--- config.mk ---
export PLATFORM = sky130hd
export DESIGN_NAME = uart_param_core
export DESIGN_NICKNAME = d
export VERILOG_FILES = /design/src/rtl/uart_pkg.sv /design/src/rtl/uart_bit_timer.sv /design/src/rtl/uart_param_core.sv
export SDC_FILE = /design/constraint.sdc
export NUM_CORES = 1
export LEC_CHECK = 0
export CORE_MARGIN = 10
export CORE_UTILIZATION = 50
export CTS_CLUSTER_DIAMETER = 80
export DETAILED_ROUTE_END_ITERATION = 8
export PLACE_DENSITY = 0.74
export SLEW_MARGIN = 20
export SYNTH_ARGS = -nofsm -noshare
export SYNTH_HDL_FRONTEND = slang
export SYNTH_HIERARCHICAL = 1
export SYNTH_SLANG_ARGS = --single-unit
--- constraint.sdc ---
create_clock -name Clk -period 2.4 [get_ports Clk]
set_clock_uncertainty 0.1 [all_clocks]
set_input_delay 0.48 -clock Clk [delete_from_list [all_inputs] [get_ports Clk]]
set_output_delay 0.48 -clock Clk [all_outputs]
set_load 0.01 [all_outputs]
--- src/rtl/uart_pkg.sv ---
// Shared definitions for the parametrised UART core: FSM state encoding,
// parity helper and frame-length helper.
package uart_pkg;

  typedef enum logic [2:0] {
    ST_IDLE   = 3'd0,
    ST_START  = 3'd1,
    ST_DATA   = 3'd2,
    ST_PARITY = 3'd3,
    ST_STOP   = 3'd4
  } uart_state_t;

  localparam int MAX_WORD_LENGTH = 16;

  // Data is zero-extended to 16 bits, which leaves the XOR reduction unchanged.
  function automatic logic parity_bit(input logic [MAX_WORD_LENGTH-1:0] data, input logic odd);
    return (^data) ^ odd;
  endfunction

  function automatic int frame_bits(input int word_length, input int parity_en, input int stop_bits);
    return 1 + word_length + parity_en + stop_bits;
  endfunction

endpackage

--- src/rtl/uart_bit_timer.sv ---
// Bit-period counter with clear, half-period preload and a tick on the last
// count of each period.
module uart_bit_timer #(
  parameter int CLKS_PER_BIT = 16
) (
  input  logic i_clk,
  input  logic i_rst_n,
  input  logic i_clear,
  input  logic i_preload,
  input  logic i_enable,
  output logic o_tick
);

  localparam int CW = $clog2(CLKS_PER_BIT);
  localparam logic [CW-1:0] LAST = CW'(CLKS_PER_BIT - 1);
  localparam logic [CW-1:0] HALF = CW'(CLKS_PER_BIT / 2);
  localparam logic [CW-1:0] ONE  = CW'(1);

  logic [CW-1:0] r_count;
  logic          w_at_last;

  assign w_at_last = (r_count == LAST);
  assign o_tick    = i_enable & ~i_clear & ~i_preload & w_at_last;

  always_ff @(posedge i_clk) begin
    if (!i_rst_n) begin
      r_count <= '0;
    end else if (i_clear) begin
      r_count <= '0;
    end else if (i_preload) begin
      r_count <= HALF;
    end else if (i_enable) begin
      r_count <= w_at_last ? '0 : r_count + ONE;
    end
  end

endmodule

--- src/rtl/uart_param_core.sv ---
// Parametrised full-duplex UART: TX framer, synchronised RX deframer with
// glitch-rejected start, parity/frame/overrun flags and valid/ack handshake.
module uart_param_core
  import uart_pkg::*;
#(
  parameter int WORD_LENGTH  = 8,
  parameter int CLKS_PER_BIT = 16,
  parameter int PARITY_EN    = 1,
  parameter int PARITY_ODD   = 0,
  parameter int STOP_BITS    = 1
) (
  input  logic                   Clk,
  input  logic                   Reset,
  input  logic [WORD_LENGTH-1:0] Parallel_In,
  input  logic                   Transmit,
  output logic                   Tx_Busy,
  output logic                   Serial_Out,
  input  logic                   Serial_In,
  output logic [WORD_LENGTH-1:0] Parallel_Out,
  output logic                   Flag_Rx,
  input  logic                   Rx_Ack,
  output logic                   Parity_Error,
  output logic                   Frame_Error,
  output logic                   Overrun
);

  localparam int BW = $clog2(WORD_LENGTH + 1);
  localparam logic [BW-1:0] LAST_DATA = BW'(WORD_LENGTH - 1);
  localparam logic [BW-1:0] LAST_STOP = BW'(STOP_BITS - 1);
  localparam logic [BW-1:0] CNT_ONE   = BW'(1);
  localparam logic          ODD       = 1'(PARITY_ODD);

  uart_state_t            r_tx_state, w_tx_state_next;
  logic [WORD_LENGTH-1:0] r_tx_shift, w_tx_shift_next;
  logic                   r_tx_par, w_tx_par_next;
  logic [BW-1:0]          r_tx_cnt, w_tx_cnt_next;
  logic                   r_tx_line, w_tx_line_next;
  logic                   w_tx_tick;

  uart_bit_timer #(.CLKS_PER_BIT(CLKS_PER_BIT)) u_tx_timer (
    .i_clk    (Clk),
    .i_rst_n  (Reset),
    .i_clear  (r_tx_state == ST_IDLE),
    .i_preload(1'b0),
    .i_enable (r_tx_state != ST_IDLE),
    .o_tick   (w_tx_tick)
  );

  always_ff @(posedge Clk) begin
    if (!Reset) begin
      r_tx_state <= ST_IDLE;
      r_tx_shift <= '0;
      r_tx_par   <= 1'b0;
      r_tx_cnt   <= '0;
      r_tx_line  <= 1'b1;
    end else begin
      r_tx_state <= w_tx_state_next;
      r_tx_shift <= w_tx_shift_next;
      r_tx_par   <= w_tx_par_next;
      r_tx_cnt   <= w_tx_cnt_next;
      r_tx_line  <= w_tx_line_next;
    end
  end

  // Serial_Out is registered: each bit value is loaded on the tick ending the previous bit.
  always_comb begin
    w_tx_state_next = r_tx_state;
    w_tx_shift_next = r_tx_shift;
    w_tx_par_next   = r_tx_par;
    w_tx_cnt_next   = r_tx_cnt;
    w_tx_line_next  = r_tx_line;
    case (r_tx_state)
      ST_IDLE: begin
        w_tx_line_next = 1'b1;
        if (Transmit) begin
          w_tx_state_next = ST_START;
          w_tx_shift_next = Parallel_In;
          w_tx_par_next   = parity_bit(16'(Parallel_In), ODD);
          w_tx_cnt_next   = '0;
          w_tx_line_next  = 1'b0;
        end
      end
      ST_START: begin
        if (w_tx_tick) begin
          w_tx_state_next = ST_DATA;
          w_tx_line_next  = r_tx_shift[0];
          w_tx_shift_next = {1'b0, r_tx_shift[WORD_LENGTH-1:1]};
          w_tx_cnt_next   = '0;
        end
      end
      ST_DATA: begin
        if (w_tx_tick) begin
          if (r_tx_cnt == LAST_DATA) begin
            w_tx_cnt_next = '0;
            if (PARITY_EN != 0) begin
              w_tx_state_next = ST_PARITY;
              w_tx_line_next  = r_tx_par;
            end else begin
              w_tx_state_next = ST_STOP;
              w_tx_line_next  = 1'b1;
            end
          end else begin
            w_tx_line_next  = r_tx_shift[0];
            w_tx_shift_next = {1'b0, r_tx_shift[WORD_LENGTH-1:1]};
            w_tx_cnt_next   = r_tx_cnt + CNT_ONE;
          end
        end
      end
      ST_PARITY: begin
        if (w_tx_tick) begin
          w_tx_state_next = ST_STOP;
          w_tx_line_next  = 1'b1;
          w_tx_cnt_next   = '0;
        end
      end
      ST_STOP: begin
        if (w_tx_tick) begin
          if (r_tx_cnt == LAST_STOP) begin
            w_tx_state_next = ST_IDLE;
          end else begin
            w_tx_cnt_next = r_tx_cnt + CNT_ONE;
          end
        end
      end
      default: begin
        w_tx_state_next = ST_IDLE;
        w_tx_line_next  = 1'b1;
      end
    endcase
  end

  assign Serial_Out = r_tx_line;
  assign Tx_Busy    = (r_tx_state != ST_IDLE);

  logic [1:0]             r_rx_sync;
  logic                   w_rx_line;
  uart_state_t            r_rx_state, w_rx_state_next;
  logic [WORD_LENGTH-1:0] r_rx_shift, w_rx_shift_next;
  logic                   r_rx_par, w_rx_par_next;
  logic [BW-1:0]          r_rx_cnt, w_rx_cnt_next;
  logic [WORD_LENGTH-1:0] r_rx_word, w_rx_word_next;
  logic                   r_rx_flag, w_rx_flag_next;
  logic                   r_rx_perr, w_rx_perr_next;
  logic                   r_rx_ferr, w_rx_ferr_next;
  logic                   r_rx_ovr, w_rx_ovr_next;
  logic                   w_rx_tick;
  logic                   w_rx_done;

  assign w_rx_line = r_rx_sync[1];

  // Preloading to half a period makes the first tick land on the start-bit midpoint.
  uart_bit_timer #(.CLKS_PER_BIT(CLKS_PER_BIT)) u_rx_timer (
    .i_clk    (Clk),
    .i_rst_n  (Reset),
    .i_clear  (1'b0),
    .i_preload(r_rx_state == ST_IDLE),
    .i_enable (r_rx_state != ST_IDLE),
    .o_tick   (w_rx_tick)
  );

  always_ff @(posedge Clk) begin
    if (!Reset) begin
      r_rx_sync  <= 2'b11;
      r_rx_state <= ST_IDLE;
      r_rx_shift <= '0;
      r_rx_par   <= 1'b0;
      r_rx_cnt   <= '0;
      r_rx_word  <= '0;
      r_rx_flag  <= 1'b0;
      r_rx_perr  <= 1'b0;
      r_rx_ferr  <= 1'b0;
      r_rx_ovr   <= 1'b0;
    end else begin
      r_rx_sync  <= {r_rx_sync[0], Serial_In};
      r_rx_state <= w_rx_state_next;
      r_rx_shift <= w_rx_shift_next;
      r_rx_par   <= w_rx_par_next;
      r_rx_cnt   <= w_rx_cnt_next;
      r_rx_word  <= w_rx_word_next;
      r_rx_flag  <= w_rx_flag_next;
      r_rx_perr  <= w_rx_perr_next;
      r_rx_ferr  <= w_rx_ferr_next;
      r_rx_ovr   <= w_rx_ovr_next;
    end
  end

  always_comb begin
    w_rx_state_next = r_rx_state;
    w_rx_shift_next = r_rx_shift;
    w_rx_par_next   = r_rx_par;
    w_rx_cnt_next   = r_rx_cnt;
    w_rx_done       = 1'b0;
    case (r_rx_state)
      ST_IDLE: begin
        if (!w_rx_line) begin
          w_rx_state_next = ST_START;
          w_rx_cnt_next   = '0;
        end
      end
      ST_START: begin
        if (w_rx_tick) begin
          w_rx_state_next = w_rx_line ? ST_IDLE : ST_DATA;
          w_rx_cnt_next   = '0;
        end
      end
      ST_DATA: begin
        if (w_rx_tick) begin
          w_rx_shift_next = {w_rx_line, r_rx_shift[WORD_LENGTH-1:1]};
          if (r_rx_cnt == LAST_DATA) begin
            w_rx_cnt_next   = '0;
            w_rx_state_next = (PARITY_EN != 0) ? ST_PARITY : ST_STOP;
          end else begin
            w_rx_cnt_next = r_rx_cnt + CNT_ONE;
          end
        end
      end
      ST_PARITY: begin
        if (w_rx_tick) begin
          w_rx_par_next   = w_rx_line;
          w_rx_state_next = ST_STOP;
        end
      end
      ST_STOP: begin
        if (w_rx_tick) begin
          w_rx_done       = 1'b1;
          w_rx_state_next = ST_IDLE;
        end
      end
      default: w_rx_state_next = ST_IDLE;
    endcase
  end

  // Completion wins over a coincident ack; the ack only suppresses the overrun.
  always_comb begin
    w_rx_word_next = r_rx_word;
    w_rx_flag_next = r_rx_flag;
    w_rx_perr_next = r_rx_perr;
    w_rx_ferr_next = r_rx_ferr;
    w_rx_ovr_next  = r_rx_ovr;
    if (w_rx_done) begin
      w_rx_word_next = r_rx_shift;
      w_rx_flag_next = 1'b1;
      w_rx_perr_next = (PARITY_EN != 0) && (r_rx_par != parity_bit(16'(r_rx_shift), ODD));
      w_rx_ferr_next = ~w_rx_line;
      w_rx_ovr_next  = r_rx_flag & ~Rx_Ack;
    end else if (Rx_Ack && r_rx_flag) begin
      w_rx_flag_next = 1'b0;
      w_rx_perr_next = 1'b0;
      w_rx_ferr_next = 1'b0;
      w_rx_ovr_next  = 1'b0;
    end
  end

  assign Parallel_Out = r_rx_word;
  assign Flag_Rx      = r_rx_flag;
  assign Parity_Error = r_rx_perr;
  assign Frame_Error  = r_rx_ferr;
  assign Overrun      = r_rx_ovr;

endmodule
==> metrics.yaml, run 1 <==
status:
  status: "finished, final reports clean"
die:
  dieArea_um2: 8750
  core_area_um2: 5170
  rows: 26
  top_level_ports: 27
  chipHeight_um: 93.5
  initial_core_util_pct: 52.3
  dieWidth_um: 93.5
timing:
  finalSetupTns_ps: 0
  slew_headroom_pct: 63.3
  period_needed_ps: 2190
  max_freq_ghz: 0.457
  fin_crit_sh_pct: 91.2
  final_hold_viol_count: 0
  setup_violations: 0
  maxSlewViolCount: 0
  worst_pin_slew_ps: 548
  grt_setup_unrepaired: "no"
  fin_hold_ws_ps: 315
routing:
  dr.pass1.iters: 4
  drtIter0Drc: 93
  wl_um: 5450
  routed-wl-met2_um: 2630
  met3_length_um: 280
  route.detailed.drc: 0
  highest_layer: "met4"
  ant_nets: 0
  wire_per_inst_um: 12.7
  wl_met1_um: 2510
  vias: 2213
  via_per_inst: 5.16
clock_network:
  cts_buffers: 5
  post_cts_buffers: 0
  clk_path_buf_depth: 2
  cts.clk_slew.worst_paths_ps: 100
  htree_levels: 2
  cts_num_sinks: 55
  worstSkewPairLatency_ps: 310
  cts_tree: "built"
  cts_root_buf: "clkbuf_8"
critical_path:
  reg2reg_depth: 8
  start_kind: "flip-flop"
  critPathArrivalTime_ps: 1610
  worstSetupPathType: "flip-flop to output port"
  end_kind: "output port"
  required_ps: 1820
  worstPathMaxFanout: 5
place:
  place.port_buffers: 26
  routabilityCongestion: 0.814
  post_dp_cell_area_um2: 3120
  hpwl_um: 3970
layout:
  fillers: 440
  nNetsFinal: 376
  fin_util_pct: 62.3
  area_growth_pct: 19.2
  layout_common_cells: "dfxtp_1, nand2_1, clkdlybuf4s50_1"
  design_area_um2: 3220
  antennaDiodeCount: 0
  mostFrequentLayoutCell: "dfxtp_1"
  drive_gt1_share_pct: 10.6
global_route:
  antenna_found_initial: 0
  grt_max_degree: 24
  grt_use_total_pct: 13.0
  grt_pass1_wl_um: 9290
  gr-total-overflow: 0
  grt_pass1_vias: 2097
synth:
  synth_cell_type_count: 47
  synthCells: 320
  ys_seq_elements: 55
  ys_seq_area_share_pct: 40.7
  syn_avg_cell_area_um2: 8.45
  yosysTopAreaCell: "dfxtp_1"
  async_flop_share_pct: 0
  synth_top_flop_cell: "dfxtp_1"
  synth_top_cell_area_share_pct: 40.7
  synth-edff-count: 0
  synth_area_um2: 2700
  ys_warn_count: 6
  yosys-top-cells-area: "dfxtp_1, nand2_1, xnor2_1"
power:
  swShare_pct: 24.2
  p_sw_uw: 391
  power_density_nw_per_um2: 500
  seqPwrFrac_pct: 58.4
  p_leak_nw: 1.17
  ir_drop_mv: 0.339
  internal-power_mw: 1.22
  comb_power_share_pct: 10.7
  p_clk_share_pct: 30.9
min_path:
  hold_depth: 1
  hp-class: "flip-flop to flip-flop"
job:
  drv_cap: 0
## stage by stage
| step | worst slack [ps] | cells | power (mW) |
|---|---|---|---|
| global route | 21.7 | 429 | 1.69 |
| floorplan | 91.6 | 324 | 1.08 |
| CTS | 109 | 429 | 1.63 |
| global placement | 207 | 421 | 1.13 |
| finish | 212 | 429 | 1.61 |
| detailed placement | 132 | 421 | 1.14 |
## cell families after synthesis
| group | Yosys count | synth area share, % |
|---|---|---|
| flip-flops | 55 | 40.7 |
| AO/OA/AOI/OAI | 57 | 13.6 |
| XOR/XNOR | 23 | 7.45 |
| adder cells (fa/ha/maj) | 5 | 2.31 |
| AND/OR/NAND/NOR | 136 | 24.7 |
| other | 1 | 0.139 |
| multiplexers | 18 | 6.99 |
| buffers and inverters | 25 | 4.07 |
## Yosys cell counts (3+ instances only)
cell	n
a211oi_1	3
a21boi_0	10
a21boi_1	3
a21oi_1	21
and2_1	4
buf_2	3
clkbuf_1	9
dfxtp_1	55
ha_1	5
inv_1	10
mux2_2	7
mux2i_1	11
nand2_1	52
nand2b_1	11
nand3_1	9
nand3b_1	4
nor2_1	23
nor2b_1	5
nor3_1	7
nor3b_1	4
o21a_1	3
o21ai_0	7
or3_1	3
xnor2_1	18
xor2_1	5
## routing by layer
layer  up-vias  global-route usage (%)
li1       1162                       -
met1      1018                    15.5
met2        31                    21.2
met3         2                    4.40
met4         0                    4.94
met5         -                       0
## path summary, 6_finish.rpt
path,slack [ps],from,endpoint
max,210,r_tx_state[2],Tx_Busy
min,310,r_rx_sync[0],r_rx_sync[1]
max reg2reg,210,u_tx_timer/r_count[0],r_tx_cnt[3]
min reg2reg,310,r_rx_sync[0],r_rx_sync[1]
## critical path, cell delays in order, from the launching register on
cell and delay (ps):
dfxtp_1 320, nor3_1 230, inv_1 100, buf_4 160, clkdlybuf4s50_1 470
## final cells by class
type / instances / area [um2] / area share (%)
multi-input combinational: 244 / 1530 / 47.6
sequential: 55 / 1100 / 34.2
timing repair buffer: 42 / 380 / 11.8
tap: 70 / 87.6 / 2.72
clock buffer: 5 / 68.8 / 2.14
inverter: 10 / 37.5 / 1.16
clock inverter: 3 / 15.0 / 0.466
## state kept, by name (all words and copies together) (netlist names)
signal / cells
Serial_Out: 1
r_tx_cnt: 4
Flag_Rx: 1
r_rx_par: 1
r_rx_sync: 2
u_tx_timer/r_count: 4
r_rx_cnt: 4
r_rx_shift: 8
Parity_Error: 1
Frame_Error: 1
r_tx_shift: 8
Overrun: 1
r_tx_state: 3
r_rx_state: 3
u_rx_timer/r_count: 4
Parallel_Out: 8
r_tx_par: 1
## power by group through the flow
stage	Combinational [mW]	Clock (mW)	Sequential, mW
after floorplan	0.115	0	0.962
after global placement	0.168	0	0.964
after detailed placement	0.171	0	0.964
after CTS	0.172	0.518	0.943
after global routing	0.192	0.553	0.945
final	0.172	0.498	0.943
## repair_timing
action                                  4_1_cts  5_1_grt
resized for setup                             0        4
hold buffers                                  0        0
endpoints found under the setup margin        0       18
(Power assumes the default switching activity.)
==> inputs of run 2 (changes only) <==
- CTS_CLUSTER_SIZE: not set -> 12
==> results of run 2 <==
Same layout as run 1: the final DEF is identical, and so are final timing and power.
